`config.mk`:
```
export PLATFORM = sky130hd
export DESIGN_NAME = keypad_scanner
export DESIGN_NICKNAME = d
export VERILOG_FILES = /design/src/rtl/keypad_scanner.sv
export SDC_FILE = /design/constraint.sdc
export NUM_CORES = 1
export LEC_CHECK = 0
export ABC_AREA = 1
export BUFFER_PORTS_ARGS = -buffer_cell sky130_fd_sc_hd__buf_2
export CELL_PAD_IN_SITES_DETAIL_PLACEMENT = 1
export CELL_PAD_IN_SITES_GLOBAL_PLACEMENT = 2
export CORE_UTILIZATION = 38
export CTS_BUF_LIST = sky130_fd_sc_hd__clkbuf_4 sky130_fd_sc_hd__clkbuf_8
export CTS_CLUSTER_SIZE = 20
export DETAILED_ROUTE_END_ITERATION = 10
export PLACE_DENSITY_LB_ADDON = 0.08
export RECOVER_POWER = 100
export SLEW_MARGIN = 20
export SYNTH_ARGS = -nofsm -noshare
export SYNTH_HDL_FRONTEND = slang
export SYNTH_SLANG_ARGS = --single-unit
```
`constraint.sdc`:
```
create_clock -name clk -period 2.78 [get_ports clk]
set_input_delay 0.834 -clock clk [delete_from_list [all_inputs] [get_ports clk]]
set_output_delay 0.834 -clock clk [all_outputs]
set_load 0.01 [all_outputs]
```
`src/rtl/keypad_scanner.sv`:
```
// keypad_scanner
//   Scans a 4x4 active-low matrix keypad one column at a time. It debounces
//   both press and release and registers exactly one hex digit per physical
//   press. The two most recent digits drive a dual 7-segment display directly.
//
// Ports
//   clk         : system clock, rising edge
//   reset       : synchronous active-low reset
//   rows        : keypad rows, active-low, asynchronous (synchronized here)
//   cols        : column drive, active-low, one-hot-low
//   s1          : previously entered digit
//   s2          : most recently entered digit
//   key_valid   : one-cycle pulse on each accepted press
//   dbg_state_o : current FSM state (0 SCAN, 1 PRESS_DB, 2 HELD, 3 REL_DB)
//
// Handshake: key_valid is a single-cycle strobe with no ready/back-pressure.
//   s1/s2 are updated on the same edge and are stable whenever key_valid is high.
module keypad_scanner #(
  parameter int SCAN_CYCLES     = 4800,
  parameter int DEBOUNCE_CYCLES = 240000
) (
  input  logic       clk,
  input  logic       reset,
  input  logic [3:0] rows,
  output logic [3:0] cols,
  output logic [3:0] s1,
  output logic [3:0] s2,
  output logic       key_valid,
  output logic [1:0] dbg_state_o
);

  localparam int DW = (SCAN_CYCLES > 1) ? $clog2(SCAN_CYCLES) : 1;
  localparam int BW = (DEBOUNCE_CYCLES > 1) ? $clog2(DEBOUNCE_CYCLES) : 1;
  localparam logic [DW-1:0] DWELL_LAST = DW'(SCAN_CYCLES - 1);
  localparam logic [BW-1:0] DB_LAST    = BW'(DEBOUNCE_CYCLES - 1);

  typedef enum logic [1:0] {
    ST_SCAN     = 2'd0,
    ST_PRESS_DB = 2'd1,
    ST_HELD     = 2'd2,
    ST_REL_DB   = 2'd3
  } state_e;

  state_e        state_q, state_d;
  logic [3:0]    sync1_q, rs_q;
  logic [3:0]    cols_q, cols_d;
  logic [DW-1:0] dwell_q, dwell_d;
  logic [BW-1:0] dbcnt_q, dbcnt_d;
  logic [3:0]    pat_q, pat_d;
  logic [3:0]    s1_q, s1_d, s2_q, s2_d;
  logic          key_valid_q, key_valid_d;

  logic          detect;
  logic [3:0]    cols_next;

  // Row i / column j to digit. When several rows are low, the lowest row wins.
  function automatic logic [3:0] decode(input logic [3:0] pat,
                                        input logic [3:0] colv);
    logic [1:0] r;
    logic [1:0] c;
    logic [3:0] dig;
    if (!pat[0])      r = 2'd0;
    else if (!pat[1]) r = 2'd1;
    else if (!pat[2]) r = 2'd2;
    else              r = 2'd3;
    if (!colv[0])      c = 2'd0;
    else if (!colv[1]) c = 2'd1;
    else if (!colv[2]) c = 2'd2;
    else               c = 2'd3;
    case ({r, c})
      4'h0: dig = 4'h1;  4'h1: dig = 4'h2;  4'h2: dig = 4'h3;  4'h3: dig = 4'hA;
      4'h4: dig = 4'h4;  4'h5: dig = 4'h5;  4'h6: dig = 4'h6;  4'h7: dig = 4'hB;
      4'h8: dig = 4'h7;  4'h9: dig = 4'h8;  4'hA: dig = 4'h9;  4'hB: dig = 4'hC;
      4'hC: dig = 4'hE;  4'hD: dig = 4'h0;  4'hE: dig = 4'hF;  default: dig = 4'hD;
    endcase
    return dig;
  endfunction

  // The first two dwell cycles after a column change still hold rows sampled
  // under the previous column, so they are masked out.
  assign detect    = (dwell_q >= DW'(2)) && (rs_q != 4'hF);
  assign cols_next = {cols_q[2:0], cols_q[3]};

  always_comb begin
    state_d     = state_q;
    cols_d      = cols_q;
    dwell_d     = dwell_q;
    dbcnt_d     = dbcnt_q;
    pat_d       = pat_q;
    s1_d        = s1_q;
    s2_d        = s2_q;
    key_valid_d = 1'b0;

    case (state_q)
      ST_SCAN: begin
        // Detection wins over rotation so the column stays on the pressed key.
        if (detect) begin
          pat_d   = rs_q;
          dbcnt_d = '0;
          state_d = ST_PRESS_DB;
        end else if (dwell_q == DWELL_LAST) begin
          cols_d  = cols_next;
          dwell_d = '0;
        end else begin
          dwell_d = dwell_q + DW'(1);
        end
      end
      ST_PRESS_DB: begin
        if (rs_q == pat_q) begin
          if (dbcnt_q == DB_LAST) begin
            s1_d        = s2_q;
            s2_d        = decode(pat_q, cols_q);
            key_valid_d = 1'b1;
            state_d     = ST_HELD;
          end else begin
            dbcnt_d = dbcnt_q + BW'(1);
          end
        end else begin
          dwell_d = '0;
          state_d = ST_SCAN;
        end
      end
      ST_HELD: begin
        if (rs_q == 4'hF) begin
          dbcnt_d = '0;
          state_d = ST_REL_DB;
        end
      end
      default: begin // ST_REL_DB
        if (rs_q == 4'hF) begin
          if (dbcnt_q == DB_LAST) begin
            cols_d  = cols_next;
            dwell_d = '0;
            state_d = ST_SCAN;
          end else begin
            dbcnt_d = dbcnt_q + BW'(1);
          end
        end else begin
          state_d = ST_HELD;
        end
      end
    endcase
  end

  always_ff @(posedge clk) begin
    if (!reset) begin
      sync1_q     <= 4'hF;
      rs_q        <= 4'hF;
      state_q     <= ST_SCAN;
      cols_q      <= 4'b1110;
      dwell_q     <= '0;
      dbcnt_q     <= '0;
      pat_q       <= 4'hF;
      s1_q        <= 4'h0;
      s2_q        <= 4'h0;
      key_valid_q <= 1'b0;
    end else begin
      sync1_q     <= rows;
      rs_q        <= sync1_q;
      state_q     <= state_d;
      cols_q      <= cols_d;
      dwell_q     <= dwell_d;
      dbcnt_q     <= dbcnt_d;
      pat_q       <= pat_d;
      s1_q        <= s1_d;
      s2_q        <= s2_d;
      key_valid_q <= key_valid_d;
    end
  end

  assign cols        = cols_q;
  assign s1          = s1_q;
  assign s2          = s2_q;
  assign key_valid   = key_valid_q;
  assign dbg_state_o = state_q;

endmodule

```
==> results of run 1 <==
==> sequential cells by signal, summed over array words and instances (netlist names) <==
name         count
sync1_q          4
pat_q            4
key_valid        1
dbcnt_q         18
rs_q             4
s1               4
cols             4
dwell_q         13
dbg_state_o      2
s2               4
==> placed cells by master, fill, tap and decap left out, drive strengths merged <==
cell / n
a21oi: 35
a31oi: 2
and2: 2
buf: 5
bufinv: 1
clkbuf: 28
clkinv: 6
dfxtp: 58
ha: 11
inv: 55
mux2i: 1
nand2: 158
nand3: 47
nand3b: 1
nand4: 7
nor2: 94
nor3: 10
nor3b: 5
o211ai: 5
o21ai: 15
o21bai: 1
o22ai: 1
or2: 9
xnor2: 3
xor2: 10
==> path summary, 6_finish.rpt <==
kind,to,slack [ns],depth (start not counted),from
worst max-delay path,dwell_q[10],0.55,8,dbcnt_q[0]
worst max register to register,dwell_q[10],0.55,8,dbcnt_q[0]
worst min register to register,rs_q[0],0.42,1,sync1_q[0]
worst min-delay path,rs_q[0],0.42,1,sync1_q[0]
==> where the power goes <==
| group | internal (W) | switching [W] | total (W) |
|---|---|---|---|
| Combinational | 0.000259 | 0.000693 | 0.000951 |
| Clock | 0.000445 | 0.000356 | 0.000802 |
| Sequential | 0.000882 | 0.0000578 | 0.000940 |
==> area by class of cell <==
type,count,area [um^2],area share (%)
tap,129,161,4.11
inverter,57,214,5.45
clock inverter,5,53.8,1.37
clock buffer,11,145,3.70
multi-input combinational,417,2100,53.4
sequential,58,1160,29.6
timing repair buffer,22,91.3,2.33
==> layer usage <==
| layer | track usage, % | part of all wire (%) | vias to the layer above |
|---|---|---|---|
| li1 | - | - | 1769 |
| met1 | 27.5 | 48 | 1620 |
| met2 | 38.1 | 49 | 29 |
| met3 | 4.50 | 2.1 | 6 |
| met4 | 5.77 | 0.81 | 0 |
| met5 | 0 | 0 | - |
==> logic make-up (layout without fill, tap and decap cells) <==
kind of cell / Yosys count / after routing / synth area share [%]
and+or+nand+nor: 333 / 333 / 42.6
adders and majority gates: 11 / 11 / 3.79
xor gates and xnor gates: 13 / 13 / 3.14
AOI/OAI and AO/OA: 59 / 59 / 9.80
buffers and inverters: 72 / 95 / 8.35
muxes: 1 / 1 / 0.276
DFF: 58 / 58 / 32.0
==> worst reg2reg max path, cell delays in order, from the launching register on <==
cell and delay, ns:
dfxtp_1 0.42, ha_1 0.23, nand2_1 0.13, nor2_4 0.21
nand3_1 0.19, nand2_2 0.30, nand3_2 0.30, o21ai_0 0.27
nor2_1 0.07
==> metrics by stage <==
| stage | utilization (%) | std cells | worst slack (ns) | hold WS [ns] |
|---|---|---|---|---|
| after floorplan | - | 547 | 0.900 | 0.393 |
| after global placement | 41.3 | 683 | 0.706 | 0.395 |
| after detailed placement | 41.3 | 683 | 0.640 | 0.402 |
| after CTS | 43.4 | 699 | 0.595 | 0.422 |
| after global routing | 42.5 | 699 | 0.309 | 0.433 |
| final | 42.5 | 699 | 0.546 | 0.417 |
==> run_results.csv, run 1 <==
group,metric,value,unit
drt,drcViolationCount,0,
floorplan,io_pins,21,
floorplan,die_h,99.7,um
clock_network,cts_sinks,58,
drt,ant_nets,0,
clock_network,cts.reportedPaths.clkPinSlew,0.07,ns
setup_path,cp-start-kind,"flip-flop",
sta,rsz0062_at_grt,"false",
final_layout,n_fill_cell,1281,
yosys,synthesis.area,0.00363,mm^2
sta,relSlewSlack,39.2,%
clock_network,insertion_delay,0.34,ns
setup_path,worstPathCellList,"ha_1 -> nand2_1 -> nor2_4 -> nand3_1 -> nand2_2 -> nand3_2 -> o21ai_0 -> nor2_1",
yosys,synth.most_common_cell,"nand2_1",
run,drv_cap,0,
setup_path,cp_top_family,"simple AND/OR/NAND/NOR gates",
clock_network,cts_max_path_buffers,2,
sta,worstMarginPinSlew,0.912,ns
floorplan,num_rows,35,
yosys,synth-seq-cells,58,
pwr,total_leakage_power,1.57,nW
pwr,p_per_area,686,mW/mm^2
global_routing,antenna_found_initial,0,
clock_network,cts_resized,0,
floorplan,die_w,99.7,um
final_layout,fin_area,0.00392,mm^2
setup_path,critPathKind,"reg2reg",
status,status,"completed",
floorplan,start_util,39.3,%
floorplan,die-area,0.00994,mm^2
worst_hold_path,min_path_type,"reg2reg",
place,port_buffers,20,
pwr,finalPower,0.00269,W
sta,fmax,0.448,GHz
setup_path,worst_ep_arrival_time,2.46,ns
final_layout,drive_gt1_share,11.6,%
final_layout,syn_to_final_growth,8.18,%
global_routing,grt_pass1_vias,3569,
yosys,ys_types,38,
drt,vias,3424,
setup_path,worst_path_largest_cell_delay,0.42,ns
yosys,yosysSeqAreaShare,32.0,%
global_routing,grt_first_pass_wirelength,17200,um
global_routing,grt_usage,21.9,%
place,place_hpwl,7390,um
final_layout,diodes,0,
floorplan,core_area,0.00924,mm^2
yosys,synth.area.top_cells,"dfxtp_1, nand2_1, nor2_1",
setup_path,path_buf_inv,0,
sta,hold_viol_final,0,
yosys,yosysTopAreaCellShare,32.0,%
sta,finalCriticalPeriod,2.23,ns
yosys,async_flop_share,0,%
pwr,ir_drop,0.000269,V
yosys,synth_ff_type,"dfxtp_1",
clock_network,cts_buffers,9,
clock_network,cts-root-buf,"clkbuf_8",
yosys,yosysWarnings,0,
yosys,synth_top_cell_by_area,"dfxtp_1",
drt,via_per_inst,4.90,
yosys,synth-edff-count,0,
place,placed_area,0.00381,mm^2
clock_network,cts_tree,"done",
setup_path,critical-path-slowest-cell,"dfxtp_1",
drt,wl_per_cell,14.3,um
yosys,avgSynthCellArea,6.63,um^2
yosys,syn_nets,564,
setup_path,path_max_fanout,14,
final_layout,nets,582,
drt,wl,9980,um
yosys,synth_common_cells,"nand2_1, nor2_1, dfxtp_1",
clock_network,htreeDepth,3,
sta,fin_tns_setup,0,ns
global_routing,grt-ovfl-total,0,
setup_path,critPathRequiredTime,3.00,ns
drt,dr.first_iter.drc_count,80,
sta,slew_viol_final,0,
drt,first_pass_iters,4,
place,gp_congestion,0.808,
setup_path,end_kind,"flip-flop",
global_routing,grt_max_degree,22,
sta,skew,0.0118,ns
clock_network,cts_hold_buf,0,
clock_network,post-cts-setup-buffers,0,
sta,setup_viol,0,
sta,finalCritPeriodShare,80.3,%
yosys,synth_cells,547,
Note: power is estimated with default switching activity, not from simulation.
==> run 2: changes to the inputs <==
--- a/config.mk
+++ b/config.mk
@@ -9,7 +9,7 @@
 export BUFFER_PORTS_ARGS = -buffer_cell sky130_fd_sc_hd__buf_2
 export CELL_PAD_IN_SITES_DETAIL_PLACEMENT = 1
 export CELL_PAD_IN_SITES_GLOBAL_PLACEMENT = 2
-export CORE_UTILIZATION = 38
+export CORE_UTILIZATION = 35
 export CTS_BUF_LIST = sky130_fd_sc_hd__clkbuf_4 sky130_fd_sc_hd__clkbuf_8
 export CTS_CLUSTER_SIZE = 20
 export DETAILED_ROUTE_END_ITERATION = 10
==> constraint.sdc (replaced) <==
create_clock -name clk -period 2.1 [get_ports clk]
set_input_delay 0.63 -clock clk [delete_from_list [all_inputs] [get_ports clk]]
set_output_delay 0.63 -clock clk [all_outputs]
set_load 0.01 [all_outputs]
==> run_results.csv, run 2 (same netlist as run 1, synthesis figures left out) <==
group,metric,value,unit
global_routing,grt_pass1_vias,3427,
clock_network,cts_sinks,58,
sta,finalCriticalPeriod,1.89,ns
sta,slew_viol_final,0,
final_layout,utilization,41.2,%
sta,fmax,0.530,GHz
final_layout,mostFrequentLayoutCells,"nand2_1, nor2_1, dfxtp_1, inv_1, nand3_1",
final_layout,multiInputGateArea,0.00215,mm^2
floorplan,start_util,36.6,%
final_layout,drive_gt1_share,15.6,%
place,port_buffers,20,
final_layout,mostFrequentLayoutCell,"nand2_1",
drt,wl_per_cell,14.1,um
global_routing,grt.busiest_layer,"met2",
floorplan,io_pins,21,
final_layout,regMostFlops,"dbcnt_q",
final_layout,largest_reg_flops,18,
setup_path,worst_ep_arrival_time,2.17,ns
pwr,p_per_area,936,mW/mm^2
sta,rsz0062_at_grt,"false",
drt,drcViolationCount,0,
floorplan,die_w,104,um
sta,finalCritPeriodShare,89.8,%
drt,ant_nets,0,
final_layout,top_regs,"dbcnt_q: 18 flops, dwell_q: 13 flops",
run,drv_cap,0,
final_layout,nets,590,
pwr,total_leakage_power,1.63,nW
global_routing,grt_max_degree,24,
place,placed_area,0.00389,mm^2
worst_hold_path,min_path_type,"reg2reg",
place,placed_cells,695,
floorplan,core_area,0.00991,mm^2
clock_network,cts_buffers,9,
final_layout,fin_area,0.00408,mm^2
sta,relSlewSlack,61.8,%
sta,skew,0.00895,ns
drt,first_pass_iters,4,
pwr,ir_drop,0.000401,V
place,place_hpwl,7500,um
floorplan,die-area,0.0108,mm^2
setup_path,end_kind,"flip-flop",
final_layout,diodes,0,
clock_network,post-cts-setup-buffers,0,
clock_network,cts_hold_buf,0,
clock_network,cts.reportedPaths.clkPinSlew,0.07,ns
clock_network,htreeDepth,3,
global_routing,grt-ovfl-total,0,
sta,worstMarginPinSlew,0.573,ns
global_routing,grt_util_met2,34.1,%
setup_path,critPathKind,"reg2reg",
drt,via_per_inst,4.84,
sta,setup_viol,0,
final_layout,n_fill_cell,1342,
clock_network,insertion_delay,0.34,ns
global_routing,grt_first_pass_wirelength,16900,um
global_routing,met3_usage,3.15,%
final_layout,layout.cells.non_filler,711,
floorplan,num_rows,36,
final_layout,syn_to_final_growth,12.6,%
final_layout,regArea,0.00116,mm^2
drt,wl,10100,um
global_routing,use_met1,24.0,%
floorplan,die_h,104,um
setup_path,critPathRequiredTime,2.39,ns
global_routing,antenna_found_initial,0,
drt,dr.first_iter.drc_count,67,
drt,vias,3438,
clock_network,cts_max_path_buffers,2,
clock_network,cts_resized,0,
clock_network,cts_tree,"done",
clock_network,cts-root-buf,"clkbuf_8",
sta,hold_viol_final,0,
status,status,"completed",
global_routing,grt_usage,19.5,%
place,gp_congestion,0.794,
setup_path,path_max_fanout,13,
sta,fin_tns_setup,0,ns
sta,whs,0.416,ns
setup_path,cp-start-kind,"flip-flop",
run 2: changes by cell type in the layout (fill, tap and decap cells not counted), moves of 3 or more:
cell and change:
a21oi_1 -3, a21oi_2 +3, clkbuf_1 -3, buf_4 +8, nand2_1 -3
run 2: final cells by class:
class,instances,area share [%]
Multi-Input combinational cell,417,52.6
Timing Repair Buffer,30,4.17
Tap cell,133,4.08
Inverter,57,5.24
Sequential cell,58,28.4
Clock inverter,5,1.90
Clock buffer,11,3.56
run 2: per-layer routing:
| metal | part of all wire, % | up-vias |
|---|---|---|
| li1 | - | 1792 |
| met1 | 47 | 1608 |
| met2 | 49 | 26 |
| met3 | 1.9 | 12 |
| met4 | 1.7 | 0 |
| met5 | 0 | - |
run 2: power breakdown:
group,internal (W),switching [W],total (W)
logic,0.000409,0.000970,0.00138
registers,0.00117,0.0000702,0.00124
clock network,0.000710,0.000495,0.00121
run 2: worst max-delay path: stages, from the launching register on:
cell,delay [ns]
dfxtp_1,0.46
inv_1,0.13
ha_1,0.24
buf_4,0.18
nand3_4,0.11
inv_2,0.09
nor2_4,0.31
nand3_1,0.12
nand2_1,0.08
inv_1,0.04
nor2_1,0.07
run 2: final timing paths:
path	cells after the start	from	endpoint	slack, ns
worst max-delay path	10	dbg_state_o[0]	dwell_q[10]	0.21
worst min-delay path	1	sync1_q[0]	rs_q[0]	0.42
worst max register to register	10	dbg_state_o[0]	dwell_q[10]	0.21
worst min register to register	1	sync1_q[0]	rs_q[0]	0.42
run 2: per-stage QoR:
step           worst slack (ns)  total power, W
2_1_floorplan             0.220         0.00235
3_3_place_gp              0.199         0.00264
3_5_place_dp              0.162         0.00266
4_1_cts                   0.140         0.00389
5_1_grt                 0.00373         0.00408
6_report                  0.215         0.00382
